`src/rtl/fetch_unit.sv`:
```
// ---------------------------------------------------------------------------
// fetch_unit
//
// Instruction fetch front end. It issues word-aligned fetch requests to an
// instruction memory and queues the in-order responses as {instr, pc} pairs
// for a downstream consumer. It also handles branch/jump redirects by
// discarding responses that were already in flight.
//
// Flow control is credit based. A request may only be issued while
// (queued entries + unanswered requests) < DEPTH. Every response therefore
// always has a FIFO slot waiting for it.
//
// Ports
//   clk              single clock, all state updates on the rising edge
//   reset_n          asynchronous active-low reset
//   imem_req         fetch request valid (combinational)
//   imem_addr        fetch address (the fetch_pc register)
//   imem_ready       memory accepts the request this cycle
//   imem_rvalid      in-order response present
//   imem_rdata       response instruction word
//   instr_valid      queue head valid
//   instr            queue head instruction
//   instr_pc         queue head address
//   instr_ready      consumer pops the head when instr_valid is set
//   redirect         single-cycle taken branch/jump pulse
//   redirect_target  new fetch address (low two bits ignored)
// ---------------------------------------------------------------------------
module fetch_unit #(
    parameter int unsigned        ADDR_W    = 32,
    parameter logic [ADDR_W-1:0]  RESET_VEC = '0,
    parameter int unsigned        DEPTH     = 4
) (
    input  logic              clk,
    input  logic              reset_n,
    output logic              imem_req,
    output logic [ADDR_W-1:0] imem_addr,
    input  logic              imem_ready,
    input  logic              imem_rvalid,
    input  logic [31:0]       imem_rdata,
    output logic              instr_valid,
    output logic [31:0]       instr,
    output logic [ADDR_W-1:0] instr_pc,
    input  logic              instr_ready,
    input  logic              redirect,
    input  logic [ADDR_W-1:0] redirect_target
);

    localparam int unsigned PTR_W = $clog2(DEPTH);
    localparam int unsigned CNT_W = PTR_W + 1;
    localparam int unsigned SUM_W = CNT_W + 1;

    localparam logic [ADDR_W-1:0] PC_STEP   = ADDR_W'(4);
    localparam logic [ADDR_W-1:0] WORD_MASK = ~ADDR_W'(3);
    localparam logic [CNT_W-1:0]  CNT_ONE   = CNT_W'(1);
    localparam logic [PTR_W-1:0]  PTR_ONE   = PTR_W'(1);
    localparam logic [SUM_W-1:0]  CREDITS   = SUM_W'(DEPTH);

    // Architectural state
    logic [ADDR_W-1:0] fetch_pc;
    logic [ADDR_W-1:0] resp_pc;
    logic [CNT_W-1:0]  occ;
    logic [CNT_W-1:0]  outstanding;
    logic [CNT_W-1:0]  discard;
    logic [PTR_W-1:0]  rd_ptr;
    logic [PTR_W-1:0]  wr_ptr;

    // Queue storage. It has no reset because occ qualifies every entry.
    logic [31:0]       fifo_instr [DEPTH];
    logic [ADDR_W-1:0] fifo_pc    [DEPTH];

    // Next-state values
    logic [ADDR_W-1:0] fetch_pc_nxt;
    logic [ADDR_W-1:0] resp_pc_nxt;
    logic [CNT_W-1:0]  occ_nxt;
    logic [CNT_W-1:0]  outstanding_nxt;
    logic [CNT_W-1:0]  discard_nxt;
    logic [PTR_W-1:0]  rd_ptr_nxt;
    logic [PTR_W-1:0]  wr_ptr_nxt;

    // Handshake terms
    logic [SUM_W-1:0]  credit_sum;
    logic [ADDR_W-1:0] target_aligned;
    logic              accept;
    logic              pop;
    logic              resp_drop;
    logic              push;

    // Outstanding requests consume credits as well as queued entries. A
    // response can then never find the queue full.
    assign credit_sum     = {1'b0, occ} + {1'b0, outstanding};
    assign target_aligned = redirect_target & WORD_MASK;

    assign imem_req    = !redirect && (credit_sum < CREDITS);
    assign imem_addr   = fetch_pc;

    assign instr_valid = (occ != '0) && !redirect;
    assign instr       = fifo_instr[rd_ptr];
    assign instr_pc    = fifo_pc[rd_ptr];

    assign accept    = imem_req && imem_ready;
    assign pop       = instr_valid && instr_ready;
    assign resp_drop = imem_rvalid && (discard != '0);
    // A response that arrives in the redirect cycle belongs to the old
    // path. The redirect folds it into the discard accounting instead.
    assign push      = imem_rvalid && (discard == '0) && !redirect;

    always_comb begin
        fetch_pc_nxt    = fetch_pc;
        resp_pc_nxt     = resp_pc;
        occ_nxt         = occ;
        outstanding_nxt = outstanding;
        discard_nxt     = discard;
        rd_ptr_nxt      = rd_ptr;
        wr_ptr_nxt      = wr_ptr;

        if (redirect) begin
            fetch_pc_nxt = target_aligned;
            resp_pc_nxt  = target_aligned;
            occ_nxt      = '0;
            rd_ptr_nxt   = '0;
            wr_ptr_nxt   = '0;
            // Every request still unanswered after this edge belongs to
            // the abandoned path. Those responses must be dropped.
            if (imem_rvalid) begin
                outstanding_nxt = outstanding - CNT_ONE;
                discard_nxt     = outstanding - CNT_ONE;
            end else begin
                discard_nxt     = outstanding;
            end
        end else begin
            if (accept) begin
                fetch_pc_nxt = fetch_pc + PC_STEP;
            end

            if (push) begin
                wr_ptr_nxt  = wr_ptr + PTR_ONE;
                resp_pc_nxt = resp_pc + PC_STEP;
            end

            if (pop) begin
                rd_ptr_nxt = rd_ptr + PTR_ONE;
            end

            case ({push, pop})
                2'b10:   occ_nxt = occ + CNT_ONE;
                2'b01:   occ_nxt = occ - CNT_ONE;
                default: occ_nxt = occ;
            endcase

            case ({accept, imem_rvalid})
                2'b10:   outstanding_nxt = outstanding + CNT_ONE;
                2'b01:   outstanding_nxt = outstanding - CNT_ONE;
                default: outstanding_nxt = outstanding;
            endcase

            if (resp_drop) begin
                discard_nxt = discard - CNT_ONE;
            end
        end
    end

    always_ff @(posedge clk or negedge reset_n) begin
        if (!reset_n) begin
            fetch_pc    <= RESET_VEC;
            resp_pc     <= RESET_VEC;
            occ         <= '0;
            outstanding <= '0;
            discard     <= '0;
            rd_ptr      <= '0;
            wr_ptr      <= '0;
        end else begin
            fetch_pc    <= fetch_pc_nxt;
            resp_pc     <= resp_pc_nxt;
            occ         <= occ_nxt;
            outstanding <= outstanding_nxt;
            discard     <= discard_nxt;
            rd_ptr      <= rd_ptr_nxt;
            wr_ptr      <= wr_ptr_nxt;
        end
    end

    always_ff @(posedge clk) begin
        if (push) begin
            fifo_instr[wr_ptr] <= imem_rdata;
            fifo_pc[wr_ptr]    <= resp_pc;
        end
    end

endmodule

```
`config.mk`:
```
export PLATFORM = sky130hd
export DESIGN_NAME = fetch_unit
export DESIGN_NICKNAME = d
export VERILOG_FILES = /design/src/rtl/fetch_unit.sv
export SDC_FILE = /design/constraint.sdc
export NUM_CORES = 1
export LEC_CHECK = 0
export ABC_AREA = 1
export BUFFER_PORTS_ARGS = -buffer_cell sky130_fd_sc_hd__buf_2
export CORE_MARGIN = 1.5
export CORE_UTILIZATION = 49
export DETAILED_ROUTE_END_ITERATION = 8
export GPL_TIMING_DRIVEN = 0
export HOLD_SLACK_MARGIN = 0.02
export PLACE_DENSITY = 0.82
export SLEW_MARGIN = 20
export SYNTH_ARGS = -nofsm -noshare
export SYNTH_HDL_FRONTEND = slang
export SYNTH_SLANG_ARGS = --single-unit
```
`constraint.sdc`:
```
create_clock -name clk -period 4.6 [get_ports clk]
set_clock_uncertainty 0.1 [all_clocks]
set_input_delay 0 -clock clk [delete_from_list [all_inputs] [get_ports clk]]
set_output_delay 0 -clock clk [all_outputs]
set_load 0.05 [all_outputs]
```
==> out/results.ini <==
[clocking]
cts_tree = done
insertion_delay_ns = 0.51
htreeDepth = 2
cts.path.max_buffers = 3
cts.sinks = 321
cts_setup_buffers = 0
cts_buffers = 34
root_buffer = clkbuf_16
clk_pin_slew_ns = 0.06

[synthesis]
synth_ff_type = edfxtp_1
ys_ff_latch = 321
synth-edff-count = 248
syn_area_um2 = 14400
yosys.area.top_type = edfxtp_1
netlist_instances = 1377
synth_top_area_frac = 0.518
seq_area_frac_synth = 0.645
yosysWarnings = 0
synth_async_sr_flop_share = 0.227
ys_types = 46
syn_area_per_cell_um2 = 10.4
synth_area_leaders = edfxtp_1, dfrtp_1, nand2_1

[power_and_ir_drop]
netSwitchingFraction = 0.411
p_seq_frac = 0.371
power_density_nw_per_um2 = 561
p_leak_nw = 6.97
vdd.ir_drop.worst_uv = 392
comb_power_share = 0.353
power.internal_w = 0.00587
switchingPower_w = 0.00409
p_clk_frac = 0.275

[global_routing]
grt_max_degree = 50
grt_pass1_wl_um = 60800
gr-usage-all-layers = 0.256
antenna_found_initial = 0
overflow = 0
grt_pass1_vias = 11400

[placed_design]
numPortBuffers = 159
dp_cells = 1933
gp_congestion = 0.942
place_hpwl_um = 26200

[timing]
hold_viol_final = 0
slew_headroom = 0.555
final.period_utilization = 0.614
period_needed_ns = 2.83
fin_setup_tns_ns = 0
max_slew.worst_pin.slew_ns = 0.666
rsz0062_at_grt = no
fmax_mhz = 354
setup_viol = 0
final_max_slew_viol_count = 0

[setup_path]
cpMostUsedCell = clkbuf_1
cp_top_family = buffers and inverters
worstRegToRegCells = 9
regToRegSetupSlack_ns = 1.84
r2r-start = discard[0]$_DFFE_PN0P_
crit_type = reg -> out
path_max_fanout = 10
cp.arrival_ns = 2.73
slowest_stage = clkbuf_1
critPathLaunchType = flop
timing.rr.end = fifo_pc[0][19]$_DFFE_PP_
crit_buf_inv = 4
crit_chain = clkbuf_1 -> inv_1 -> clkbuf_1 -> o21ai_0 -> o22ai_1 -> buf_2
end_kind = output pin
critical_path.max_stage_delay_ns = 0.41
worstPathRequired_ns = 4.50

[die]
io_pins = 168
die_h_um = 174
rows = 62
start_util = 0.500
dieArea_um2 = 30400
coreArea_um2 = 28800
fp.dieW_um = 174

[outcome]
outcome = completed

[cells_and_area]
final_layout_size_suffix_gt1_frac = 0.173
final_cells = 2064
area_growth_pct = 23.5
antenna_cells = 0
nets = 1739

[min_path]
worstHoldPathType = in -> reg
hold_path.startpoint = imem_rdata[12]
hold_depth = 2
holdPathEnd = fifo_instr[3][12]$_DFFE_PP_

[route]
routed_wl_um = 38600
vias_per_cell = 5.58
drc_errors = 0
ant_nets = 0
via_count = 11500
dr.pass1.iters = 5
dr.first_iter.drc_count = 1077
routedWlPerCell_um = 18.7

[flow_run]
maxCapViolCount = 0

[placed cells by master, fill, tap and decap left out, drive strengths merged, types with 6 or more instances in the layout]
cell / netlist / routed
nand4: 8 / 8
xor2: 21 / 21
ha: 12 / 12
xnor2: 6 / 6
dlygate4sd3: 0 / 70
o211ai: 14 / 14
inv: 93 / 93
buf: 26 / 196
nand3: 65 / 65
o21ai: 161 / 161
nor3: 12 / 12
nor2: 214 / 214
dfrtp: 73 / 73
edfxtp: 248 / 248
a21oi: 16 / 16
o22ai: 62 / 62
clkbuf: 36 / 80
nand2: 285 / 285
clkinv: 0 / 11
[Yosys cell counts, types with 3 or more instances]
master / count
nand3_2: 3
nand2_1: 276
clkbuf_1: 36
edfxtp_1: 248
nand3b_1: 3
o31ai_1: 3
nor2_2: 8
a21oi_1: 16
buf_2: 18
o21ai_0: 155
inv_1: 87
dfrtp_1: 73
inv_2: 6
o21ai_1: 6
nand2_2: 8
nor3_2: 4
a31oi_1: 4
xnor2_1: 6
nand3_1: 60
nor2_1: 199
o221ai_1: 3
nand4_1: 6
o211ai_1: 14
xor2_1: 21
buf_4: 7
nor2_4: 6
o22ai_1: 62
nor3_1: 6
ha_1: 12
[through the flow]
step / instance area [um^2] / hold WS (ns) / setup WS, ns / power [W] / utilization
after floorplan: 14400 / -0.396 / 0.312 / 0.00618 / -
after global placement: 15700 / 0.108 / -1.62 / 0.00709 / 0.545
after detailed placement: 15900 / -0.158 / 1.83 / 0.00718 / 0.554
after CTS: 17800 / 0.124 / 1.80 / 0.00995 / 0.617
after global routing: 17800 / 0.127 / 1.66 / 0.0104 / 0.617
final: 17800 / 0.138 / 1.77 / 0.00996 / 0.617
[cell type report]
cell class              instances  area [um^2]
clock inverters                16          204
repair buffers                240         1740
fillers                      2224        11000
clock buffers                  44          910
well taps                     384          480
inverters                      93          349
multi-input cells             904         4530
plain buffers                  62          282
flip-flops and latches        321         9270
[cell families after synthesis]
kind of cell / count (synthesis) / share of synthesized area
xor gates and xnor gates: 27 / 0.0164
AOI/OAI and AO/OA: 267 / 0.103
adders and majority gates: 13 / 0.0118
DFF: 321 / 0.645
buffers and inverters: 155 / 0.0438
other: 1 / 0.000261
and+or+nand+nor: 593 / 0.180
[per-layer routing]
layer,part of all wire,track usage,wire length [um],up-vias
met5,0,0,0,-
met4,0.039,0.104,1500,0
met3,0.083,0.0359,3200,110
met2,0.49,0.435,18700,626
met1,0.39,0.331,15100,5470
li1,-,-,-,5316
[worst max path at each step]
stage,start,endpoint,slack [ns],depth (start not counted)
6_report,rd_ptr[1]$_DFFE_PN0P_,instr_pc[14],1.77,6
5_1_grt,rd_ptr[1]$_DFFE_PN0P_,instr_pc[7],1.66,6
4_1_cts,rd_ptr[1]$_DFFE_PN0P_,instr_pc[14],1.80,6
3_5_place_dp,discard[0]$_DFFE_PN0P_,fifo_instr[0][25]$_DFFE_PP_,1.83,9
3_3_place_gp,discard[0]$_DFFE_PN0P_,fifo_instr[3][25]$_DFFE_PP_,-1.62,7
2_1_floorplan,discard[0]$_DFFE_PN0P_,fifo_instr[0][0]$_DFFE_PP_,0.31,7
[worst register-to-register path, delay by kind of cell (launching register included)]
kind	cells	cell delay [ns]
buffers and inverters	5	0.94
adders and majority gates	1	0.19
and+or+nand+nor	3	0.84
DFF	1	0.38
[power groups by stage]
stage	Combinational (W)	Clock, W	Sequential, W
floorplan	0.00226	0	0.00391
global placement	0.00335	0	0.00374
detailed placement	0.00344	0	0.00374
CTS	0.00351	0.00275	0.00369
global route	0.00377	0.00288	0.00373
finish	0.00352	0.00274	0.00370
[timing repair]
item,in CTS,in global routing
resized for setup,0,0
hold buffers,71,0
endpoints found under the hold margin,269,0
[registers in the layout, indices dropped and copies added, names as in the netlist]
register and count:
fifo_instr 128, wr_ptr 2, imem_addr 30, occ 3, rd_ptr 2, discard 3
fifo_pc 120, resp_pc 30, outstanding 3
No activity file was read; power rests on OpenSTA's default activity.
